`src/rtl/mc_pkg.sv`:
```
// Shared encodings for the multi-cycle MIPS control path: states, opcodes,
// funct codes, extender/ALU modes and datapath mux selects.
package mc_pkg;

  typedef enum logic [3:0] {
    StFetch = 4'd0,
    StDcd   = 4'd1,
    StMa    = 4'd2,
    StMr    = 4'd3,
    StWbm   = 4'd4,
    StMw    = 4'd5,
    StExe   = 4'd6,
    StAwb   = 4'd7,
    StBr    = 4'd8,
    StJmp   = 4'd9
  } state_e;

  localparam logic [5:0] OP_RTYPE = 6'b000000;
  localparam logic [5:0] OP_ORI   = 6'b001101;
  localparam logic [5:0] OP_LW    = 6'b100011;
  localparam logic [5:0] OP_SW    = 6'b101011;
  localparam logic [5:0] OP_BEQ   = 6'b000100;
  localparam logic [5:0] OP_LUI   = 6'b001111;
  localparam logic [5:0] OP_J     = 6'b000010;
  localparam logic [5:0] OP_JAL   = 6'b000011;

  localparam logic [5:0] FN_ADDU = 6'b100001;
  localparam logic [5:0] FN_SUBU = 6'b100011;
  localparam logic [5:0] FN_SLT  = 6'b101010;
  localparam logic [5:0] FN_JR   = 6'b001000;

  localparam logic [1:0] EXT_ZERO = 2'b00;
  localparam logic [1:0] EXT_SIGN = 2'b01;
  localparam logic [1:0] EXT_LUI  = 2'b10;
  localparam logic [1:0] EXT_SHL2 = 2'b11;

  localparam logic [1:0] ALU_ADD = 2'b00;
  localparam logic [1:0] ALU_SUB = 2'b01;
  localparam logic [1:0] ALU_OR  = 2'b10;
  localparam logic [1:0] ALU_SLT = 2'b11;

  localparam logic       ASEL_PC = 1'b0;
  localparam logic       ASEL_RS = 1'b1;

  localparam logic [1:0] BSEL_RT  = 2'b00;
  localparam logic [1:0] BSEL_4   = 2'b01;
  localparam logic [1:0] BSEL_EXT = 2'b10;

  localparam logic [1:0] DST_RT = 2'b00;
  localparam logic [1:0] DST_RD = 2'b01;
  localparam logic [1:0] DST_RA = 2'b10;

  localparam logic [1:0] WD_ALUOUT = 2'b00;
  localparam logic [1:0] WD_DR     = 2'b01;
  localparam logic [1:0] WD_PC     = 2'b10;

  localparam logic [1:0] NPC_ALU    = 2'b00;
  localparam logic [1:0] NPC_ALUOUT = 2'b01;
  localparam logic [1:0] NPC_JUMP   = 2'b10;
  localparam logic [1:0] NPC_RS     = 2'b11;

  // One-hot instruction class; all zero means an unsupported encoding.
  typedef struct packed {
    logic lw;
    logic sw;
    logic addu;
    logic subu;
    logic slt;
    logic jr;
    logic ori;
    logic lui;
    logic beq;
    logic j;
    logic jal;
  } iclass_t;

endpackage

```
`src/rtl/mc_decode.sv`:
```
// Combinational op/funct decoder producing the one-hot instruction class.
module mc_decode
  import mc_pkg::*;
(
  input  logic [5:0] op,
  input  logic [5:0] funct,
  output iclass_t    cls
);

  always_comb begin
    cls = '0;
    unique case (op)
      OP_RTYPE: begin
        unique case (funct)
          FN_ADDU: cls.addu = 1'b1;
          FN_SUBU: cls.subu = 1'b1;
          FN_SLT:  cls.slt  = 1'b1;
          FN_JR:   cls.jr   = 1'b1;
          default: ;
        endcase
      end
      OP_ORI:  cls.ori = 1'b1;
      OP_LW:   cls.lw  = 1'b1;
      OP_SW:   cls.sw  = 1'b1;
      OP_BEQ:  cls.beq = 1'b1;
      OP_LUI:  cls.lui = 1'b1;
      OP_J:    cls.j   = 1'b1;
      OP_JAL:  cls.jal = 1'b1;
      default: ;
    endcase
  end

endmodule

```
`src/rtl/mc_ctrl.sv`:
```
// Main control FSM of the multi-cycle MIPS core.
// Optional retired-instruction counter enabled by defining CTRL_RETIRE_CNT_EN.
module mc_ctrl
  import mc_pkg::*;
#(
  parameter int unsigned CNT_W = 32
) (
  input  logic             clk,
  input  logic             rst,
  input  logic [5:0]       op,
  input  logic [5:0]       funct,
  input  logic             zero,
  output logic             pc_wr,
  output logic             ir_wr,
  output logic             rf_wr,
  output logic             dm_wr,
  output logic [1:0]       ext_op,
  output logic             alu_a_sel,
  output logic [1:0]       alu_b_sel,
  output logic [1:0]       alu_op,
  output logic [1:0]       reg_dst,
  output logic [1:0]       wd_sel,
  output logic [1:0]       npc_sel,
  output logic [3:0]       state_o
`ifdef CTRL_RETIRE_CNT_EN
  ,
  output logic [CNT_W-1:0] retire_cnt
`endif
);

  state_e  state_q, state_d;
  iclass_t cls;
  logic    is_arith;
  logic    pc_wr_raw, ir_wr_raw, rf_wr_raw, dm_wr_raw;

  mc_decode u_decode (
    .op    (op),
    .funct (funct),
    .cls   (cls)
  );

  assign is_arith = cls.addu | cls.subu | cls.slt;

  always_ff @(posedge clk or posedge rst) begin
    if (rst) begin
      state_q <= StFetch;
    end else begin
      state_q <= state_d;
    end
  end

  always_comb begin
    state_d   = StFetch;
    pc_wr_raw = 1'b0;
    ir_wr_raw = 1'b0;
    rf_wr_raw = 1'b0;
    dm_wr_raw = 1'b0;
    ext_op    = EXT_SIGN;
    alu_a_sel = ASEL_PC;
    alu_b_sel = BSEL_RT;
    alu_op    = ALU_ADD;
    reg_dst   = DST_RT;
    wd_sel    = WD_ALUOUT;
    npc_sel   = NPC_ALU;
    unique case (state_q)
      StFetch: begin
        ir_wr_raw = 1'b1;
        pc_wr_raw = 1'b1;
        alu_b_sel = BSEL_4;
        state_d   = StDcd;
      end
      StDcd: begin
        // Precompute the branch target into ALUOut while the class resolves.
        alu_b_sel = BSEL_EXT;
        ext_op    = EXT_SHL2;
        if (cls.lw || cls.sw) begin
          state_d = StMa;
        end else if (is_arith || cls.ori || cls.lui) begin
          state_d = StExe;
        end else if (cls.beq) begin
          state_d = StBr;
        end else if (cls.j || cls.jal || cls.jr) begin
          state_d = StJmp;
        end
      end
      StMa: begin
        alu_a_sel = ASEL_RS;
        alu_b_sel = BSEL_EXT;
        state_d   = cls.lw ? StMr : StMw;
      end
      StMr:  state_d = StWbm;
      StWbm: begin
        rf_wr_raw = 1'b1;
        wd_sel    = WD_DR;
      end
      StMw:  dm_wr_raw = 1'b1;
      StExe: begin
        alu_a_sel = ASEL_RS;
        state_d   = StAwb;
        if (cls.ori) begin
          alu_b_sel = BSEL_EXT;
          ext_op    = EXT_ZERO;
          alu_op    = ALU_OR;
        end else if (cls.lui) begin
          alu_b_sel = BSEL_EXT;
          ext_op    = EXT_LUI;
          alu_op    = ALU_OR;
        end else if (cls.subu) begin
          alu_op = ALU_SUB;
        end else if (cls.slt) begin
          alu_op = ALU_SLT;
        end
      end
      StAwb: begin
        rf_wr_raw = 1'b1;
        reg_dst   = is_arith ? DST_RD : DST_RT;
      end
      StBr: begin
        alu_a_sel = ASEL_RS;
        alu_op    = ALU_SUB;
        npc_sel   = NPC_ALUOUT;
        pc_wr_raw = zero;
      end
      StJmp: begin
        pc_wr_raw = 1'b1;
        npc_sel   = cls.jr ? NPC_RS : NPC_JUMP;
        if (cls.jal) begin
          rf_wr_raw = 1'b1;
          reg_dst   = DST_RA;
          wd_sel    = WD_PC;
        end
      end
      default: ;
    endcase
  end

  // Write enables are gated by the asynchronous reset so no partial write escapes.
  assign pc_wr   = pc_wr_raw & ~rst;
  assign ir_wr   = ir_wr_raw & ~rst;
  assign rf_wr   = rf_wr_raw & ~rst;
  assign dm_wr   = dm_wr_raw & ~rst;
  assign state_o = state_q;

`ifdef CTRL_RETIRE_CNT_EN
  logic [CNT_W-1:0] retire_q;
  logic             retire_ev;

  assign retire_ev = state_q inside {StWbm, StMw, StAwb, StBr, StJmp};

  always_ff @(posedge clk or posedge rst) begin
    if (rst) begin
      retire_q <= '0;
    end else if (retire_ev) begin
      retire_q <= retire_q + CNT_W'(1);
    end
  end

  assign retire_cnt = retire_q;
`else
  logic unused_cnt_w;
  assign unused_cnt_w = ^CNT_W;
`endif

endmodule

```
`config.mk`:
```
export PLATFORM = sky130hd
export DESIGN_NAME = mc_ctrl
export DESIGN_NICKNAME = d
export VERILOG_FILES = /design/src/rtl/mc_pkg.sv /design/src/rtl/mc_decode.sv /design/src/rtl/mc_ctrl.sv
export SDC_FILE = /design/constraint.sdc
export NUM_CORES = 1
export LEC_CHECK = 0
export CAP_MARGIN = 15
export CORE_MARGIN = 5
export CORE_UTILIZATION = 41
export CTS_BUF_LIST = sky130_fd_sc_hd__clkbuf_2 sky130_fd_sc_hd__clkbuf_4 sky130_fd_sc_hd__clkbuf_8
export DETAILED_ROUTE_END_ITERATION = 8
export HOLD_SLACK_MARGIN = 0.1
export PLACE_DENSITY = 0.94
export SYNTH_ARGS = -nofsm -noshare
export SYNTH_HDL_FRONTEND = slang
export SYNTH_SLANG_ARGS = --single-unit
```
`constraint.sdc`:
```
create_clock -name clk -period 4.95 [get_ports clk]
set_clock_uncertainty 0.15 [all_clocks]
set_input_delay 0.99 -clock clk [delete_from_list [all_inputs] [get_ports clk]]
set_output_delay 0.99 -clock clk [all_outputs]
set_load 0.02 [all_outputs]
```
## Yosys cells after proc, flatten, opt, wreduce, memory -nomap -nowiden

Index checks and enable logic that the tools add are counted.

- Register bits: 4
- Bits of input ports: 15
- Output and inout bits: 21
- Word-level logic and storage cells: 80

- Eq/ne operators: 20
- Multiplexer cells: 41
- Bitwise logic cells: 7
- Reduce and logical (&&, ||, !) cells: 11

Operators with widths:

| operator | count |
|---|---|
| equality test 6 bit (second input constant) | 5 |
| 2-to-1 mux 4 bit | 5 |
| case mux 2 bit (2 select lines) | 5 |
| case mux 4 bit (5 select lines) | 1 |
| equality test 6 x 4 -> 1 bit (second input constant) | 3 |
| 2-to-1 mux 2 bit | 9 |
| 2-to-1 mux 1 bit | 17 |
| equality test 4 x 3 -> 1 bit (second input constant) | 4 |
| equality test 6 x 2 -> 1 bit (second input constant) | 2 |
| equality test 4 x 2 -> 1 bit (second input constant) | 2 |
| equality test 4 bit (second input constant) | 2 |
| equality test 6 x 3 -> 1 bit (second input constant) | 1 |
| logical NOT 6 bit | 1 |
| case mux 2 bit (3 select lines) | 1 |
| OR reduction 2 bit | 3 |
| logical OR 1 bit | 5 |
| AND 1 bit | 4 |
| equality test 4 x 1 -> 1 bit (second input constant) | 1 |
| logical NOT 4 bit | 1 |
| case mux 1 bit (2 select lines) | 2 |
| 2-to-1 mux 3 bit | 1 |
| OR reduction 3 bit | 1 |
| bitwise OR 1 bit | 2 |
| NOT 1 bit | 1 |

## Depth between registers and ports, before layout

- Word-level depth: 10
- Depth in mapped cells: 5
- Mapped depth without buffers: 4

## By module

Synthesis repeated with hierarchy kept, for this count alone.

- Cells, all modules: 88
- Area total of the unflattened synthesis: 673.1 sq um

Modules (own cells, without submodules):

| module | instances | cells an instance | area each (sq um) | seq. area each (sq um) |
|---|---|---|---|---|
| mc_ctrl | 1 | 64 | 486.7 | 100.1 |
| mc_decode | 1 | 24 | 186.4 | 0.0 |

## Least setup slack after synthesis

OpenSTA, ideal clock, no wires.

- Path kind: input port to output port
- Start point: in op[2]
- End point: out alu_op[1]
- Data arrival time: 2,097 ps
- Required time: 3,810 ps
- Path slack: 1,713 ps
- Stages: 4
- Path buffers: 0
- Cells stage by stage: nor4_4 -> and2_1 -> nand3_1 -> o21ai_0

- Word-level cells in the longest chain between the ends: 7

RTL lines:

| element | RTL line | source |
|---|---|---|
| from (decl) | mc_ctrl.sv:10 | `input logic [5:0] op,` |
| logical NOT 6 bit | mc_decode.sv:12 | `unique case (op)` |
| 2-to-1 mux 4 bit | mc_decode.sv:12 |  |
| 2-to-1 mux 2 bit | mc_ctrl.sv:110 | `end else if (cls.slt) begin` |
| 2-to-1 mux 2 bit | mc_ctrl.sv:108 | `end else if (cls.subu) begin` |
| 2-to-1 mux 2 bit | mc_ctrl.sv:104 | `end else if (cls.lui) begin` |
| 2-to-1 mux 2 bit (*) | mc_ctrl.sv:100 | `if (cls.ori) begin` |
| case mux 2 bit (2 select lines) (*) | mc_ctrl.sv:65 | `unique case (state_q)` |
| to (decl) | mc_ctrl.sv:20 | `output logic [1:0] alu_op,` |

Every way passes the cells marked *; elsewhere a longest branch is shown, timed or not.

## Worst setup path after layout

- Start point: in op[1]
- End point: out alu_op[0]

The elaborated chain is that of the path after synthesis.

==> metrics <==
dpl ws 0.686 ns; worst relative slew slack ~64%; Setup WS post-layout about 0.67 ns; NumNets Final around 130; first-pass GRT wire length 3010 um; fill count between 100 and 150; Final HPWL DP 1470 um; DRC Markers 0; Clock transition at path regs approximately 0.030 ns; die area ~2300 sq um; Routed WL per cell 14.6 um; CTS tree yes; hold depth 2; Die Height 48.2 um; final worst path period need around 4.3 ns; VDD IR-drop max 0.000382 V; initial antenna violation count 0; worst skew pair latency around 0.23 ns; async set-reset flop share out of synthesis between 90% and 100%; DIE WIDTH slightly below 50 um; Final Setup Violations 0; CTS max path bufs 2; via count 785; CTS Buf Count 3; ranking of synthesized cells by area dfrtp_1 (17%), a21oi_1 (5.8%), nor4_1 (5.2%), nor3_1 (5.0%), nand2_1 (4.4%); GP Congestion 0.868; Hold Vio Cnt, Final 0; vias in the first global route around 700; Slew @ Worst Pin ~0.54 ns; synthesis-to-layout area growth 59.1%; post-synthesis cell count 80; Critical Path Sink Type primary output; PD cells ~260 nW/um^2; Fin Setup TNS 0 ns; Main synth FF type dfrtp_1; Warnings, synthesis 0; fmax 233 MHz; Finished Cell Area about 950 sq um; Post-CTS Setup Bufs 0; # IOs 36; Port Buffer Count 35; Vias/cell approximately 6.2; post-cts gate resize count 0; Reg2Reg Setup Slack approximately 3.4 ns; Reg area approximately 100 sq um; share of the synthesized area in the top cell type between 15 and 20%; worst endpoint required time between 3 and 4 ns; worst r2r path cells 3; Max Cap Viol 0; Core Rows 13; worst r2r src state_o[0]; Routed Antenna Nets 0; WS Path Type in2out; status complete, no violations; DP Area slightly above 900 sq um; Hold Path End state_o[1]; # diodes 0; synth cell count leaders a21oi_1 (7), nand2_1 (7), nor3_1 (6); Initial Util approximately 45%; Post-synth EDFFs 0; CP Launch Type input port; post-layout util approximately 71%; critical path arrival ~3.1 ns; max-slew violations 0; Syn Std Cell Area ~600 sq um; multi-input logic area between 400 and 500 sq um; Critical R2R Capture state_o[1]; pin count of the biggest net entering global routing 20; gr ovfl total 0; Post-Syn Nets 95; DR iter-0 viols 16; Mean Syn Cell Area around 7.5 sq um; layout cells sized above 1 between 8 and 9%; crit share post-route roughly 87%; Sinks on Clock Net 4; Seq/Total Area, Yosys between 10% and 20%; Tot GR Track Use between 10% and 20%; post-synth top area cell dfrtp_1; hold buffers post-CTS 0; leakage power 0.351 nW; HP Class reg2reg; DRT Pass-1 Iters 4; H-tree levels 1; max FFs per register 4; RSZ-0062 raised after global routing false; core area ~1300 sq um; Synth Register Bits 4; clock root buffer clkbuf_4; crit-path max FO 8; Hold Path Origin state_o[2]; Synth cell types 38; Post-Route WL around 1900 um
## per-layer routing
layer	global-route usage (%)	vias up	share of wire (%)
met2	27.3	49	45
li1	-	386	-
met5	0	-	0
met4	10.8	0	0.76
met1	24.6	348	44
met3	1.48	2	10
## critical path, cell delays in order
cell	delay, ns
clkdlybuf4s50_1	0.52
nor4_1	0.40
and2_1	0.22
nand3_1	0.12
o32ai_2	0.26
clkdlybuf4s50_1	0.64
## where the power goes
group / total, W / switching [W] / internal [W]
registers: 0.0000623 / 0.0000244 / 0.0000380
clock network: 0.0000381 / 0.0000111 / 0.0000270
logic: 0.000149 / 0.0000730 / 0.0000759
## final cells by class
class | instances | area share [%]
clock buffers | 3 | 2.36
flip-flops and latches | 4 | 10.5
inverters | 3 | 1.18
repair buffers | 35 | 36.7
multi-input cells | 67 | 47.2
well taps | 15 | 1.97
## logic make-up (layout without fill, tap and decap cells)
logic type / after synthesis / after routing / synth area share [%]
simple gates: 45 / 45 / 48.2
xor+xnor: 1 / 1 / 1.46
buf+inv: 9 / 41 / 8.14
compound gates: 21 / 21 / 25.5
flops: 4 / 4 / 16.7
## placed cells by master (no fill, tap or decap)
cell type,n
nand4b_1,1
or2b_1,1
nand4_1,1
a31oi_1,1
nand2_1,7
o22ai_1,1
nor2_1,2
and4bb_2,1
o41ai_1,2
or4_1,1
or3_1,1
inv_1,3
clkdlybuf4s50_1,35
o32ai_2,1
dfrtp_1,4
and2_1,3
o311ai_1,1
and4_1,1
nand3_1,2
xnor2_1,1
nor2b_1,3
o21a_1,1
o21ai_1,1
o21ai_0,3
nor4_1,5
nor4_4,1
nand2b_1,1
and3b_1,1
and2b_1,1
clkbuf_4,3
and4_2,2
nor3_1,6
and3_1,4
a211oi_2,1
a21oi_1,7
o2111a_1,2
## through the flow
stage	power, W	cells	hold WS [ns]
2_1_floorplan	0.000147	80	0.614
3_3_place_gp	0.000209	124	0.554
3_5_place_dp	0.000212	124	0.553
4_1_cts	0.000252	127	0.557
5_1_grt	0.000266	127	0.616
6_report	0.000249	127	0.567
## worst max path at each step
| stage | startpoint | endpoint | slack, ns | cells past startpoint |
|---|---|---|---|---|
| floorplan | op[2] | alu_op[1] | 1.71 | 4 |
| global placement | op[3] | alu_op[0] | 0.76 | 6 |
| detailed placement | op[3] | alu_op[0] | 0.69 | 6 |
| CTS | op[1] | alu_op[0] | 0.68 | 6 |
| global route | op[1] | alu_op[0] | 0.51 | 6 |
| finish | op[1] | alu_op[0] | 0.67 | 6 |
Note: power is estimated with default switching activity, not from simulation.
==> patch (same flow settings) <==
Build with the macro `CTRL_RETIRE_CNT_EN` defined.
--- a/src/rtl/mc_ctrl.sv
+++ b/src/rtl/mc_ctrl.sv
@@ -1,5 +1,7 @@
 // Main control FSM of the multi-cycle MIPS core.
 // Optional retired-instruction counter enabled by defining CTRL_RETIRE_CNT_EN.
+`define CTRL_RETIRE_CNT_EN
+
 module mc_ctrl
   import mc_pkg::*;
 #(
Behaviour (old outputs only; new: retire_cnt): unchanged (equiv_simple and equiv_induct, registers matched by name and starting in step).
==> patch against the original RTL <==
Global-route usage is 2.3 points lower; critical endpoint is now reg_dst[0]; wire length grew to 2.8 times the old value; total power grew to 3.5 times the old value; area after synthesis grew to 3.6 times the old value; clock power grew to 6.7 times the old value; worst setup slack worse by 290 ps; hold slack worse by 250 ps; largest cell class unchanged; final area grew to 3.1 times the old value; sequential cell count is 32 higher; highest routed layer unchanged.
==> patch: results <==
export IMPL_numCtsBuffers=5
export IMPL_peakVddDrop_v=0.0002175
export IMPL_portBuffers=67
export IMPL_crit_arrival_ps=3430
export IMPL_grt_max_degree=37
export IMPL_coreArea_sq_um=5107
export IMPL_multi_input_area_share_pct=39.56
export IMPL_synthCells=218
export IMPL_synth_compound_area_share_pct=5.671
export IMPL_wl_mm=5.101
export IMPL_muxShareOfSynthArea_pct=0.4630
export IMPL_nClkBuffers=6
export IMPL_intPower_w=0.0005906
export IMPL_vias_per_cell=5.448
export IMPL_track_usage_pct=15.69
export IMPL_ff2ff_path_depth=4
export IMPL_synthAdderAreaFrac_pct=0.5787
export IMPL_yosysUniqueCellTypes=44
export IMPL_met1_usage_pct=18.50
export IMPL_relSlewSlack_pct=25.10
export IMPL_pre_cts_slack_ps=374.9
export IMPL_synth_xor_area_share_pct=12.56
export IMPL_clkCellAreaFrac_pct=3.754
export IMPL_largest_reg_flops=32
export IMPL_hold_depth=1
export IMPL_seq_share_pct=30.37
export IMPL_htree_levels=2
export IMPL_fill_cells=438
export IMPL_comb_power_w=0.000247
export IMPL_placed_cell_area_sq_um=2855
export IMPL_nMultiInputCombCells=167
export IMPL_clock_sinks=36
export IMPL_wl_met3_microns=353
export IMPL_bufAreaShareNonClock_pct=22.86
export IMPL_dr_total_vias=1923
export IMPL_first_global_vias=1812
export IMPL_area_growth_synth_to_final_pct=37.21
export IMPL_clock_latency_ps=290
export IMPL_outcome="completed"
export IMPL_nonClockBufferCount=68
export IMPL_p_comb_share_pct=28.5
export IMPL_path_max_fanout=5
export IMPL_r2r_end="retire_cnt[16]"
export IMPL_power_sequential_w=0.000365
export IMPL_worstHoldStart="retire_cnt[31]"
export IMPL_final_nets=298
export IMPL_wl_met1_mm=2.082
export IMPL_root_buffer="clkbuf_8"
export IMPL_drive_above_1_share_pct=8.481
export IMPL_first_iter_violations=90
export IMPL_holdPathEnd="retire_cnt[31]"
export IMPL_whs_ps=314.9
export IMPL_place_inst=345
export IMPL_synth_common_cells="36 x dfrtp_1, 23 x xor2_1, 18 x nand2_1"
export IMPL_cellLeakagePower_nw=1.255
export IMPL_syn_nets=234
export IMPL_grt_util_met3_pct=4.989
patch: cell count changes in the layout (fill, tap and decap cells not counted), sizes merged, moves of 5 or more:
cell           unedited run  this run
clkdlybuf4s50            35        67
dfrtp                     4        36
xor2                      0        23
nand2                     7        18
nand3                     2        11
nor2                      2        10
nand4                     1         8
nor3                      6        13
xnor2                     1         8
nor4                      6        12
nor3b                     0         5
nor4b                     0         5
patch: kinds of logic after synthesis:
kind of cell | Yosys count
flops | 36
xor+xnor | 31
fa+ha+maj | 1
simple gates | 115
compound gates | 19
mux | 1
buf+inv | 15
patch: worst max-delay path by stage:
stage                      from    endpoint  slack, ps
after floorplan           op[3]       rf_wr       1270
after CTS                 op[3]  reg_dst[0]        380
final                     op[3]  reg_dst[0]        380
after detailed placement  op[3]  reg_dst[0]        370
after global placement    op[3]  reg_dst[0]        420
after global routing      op[3]  reg_dst[0]        230
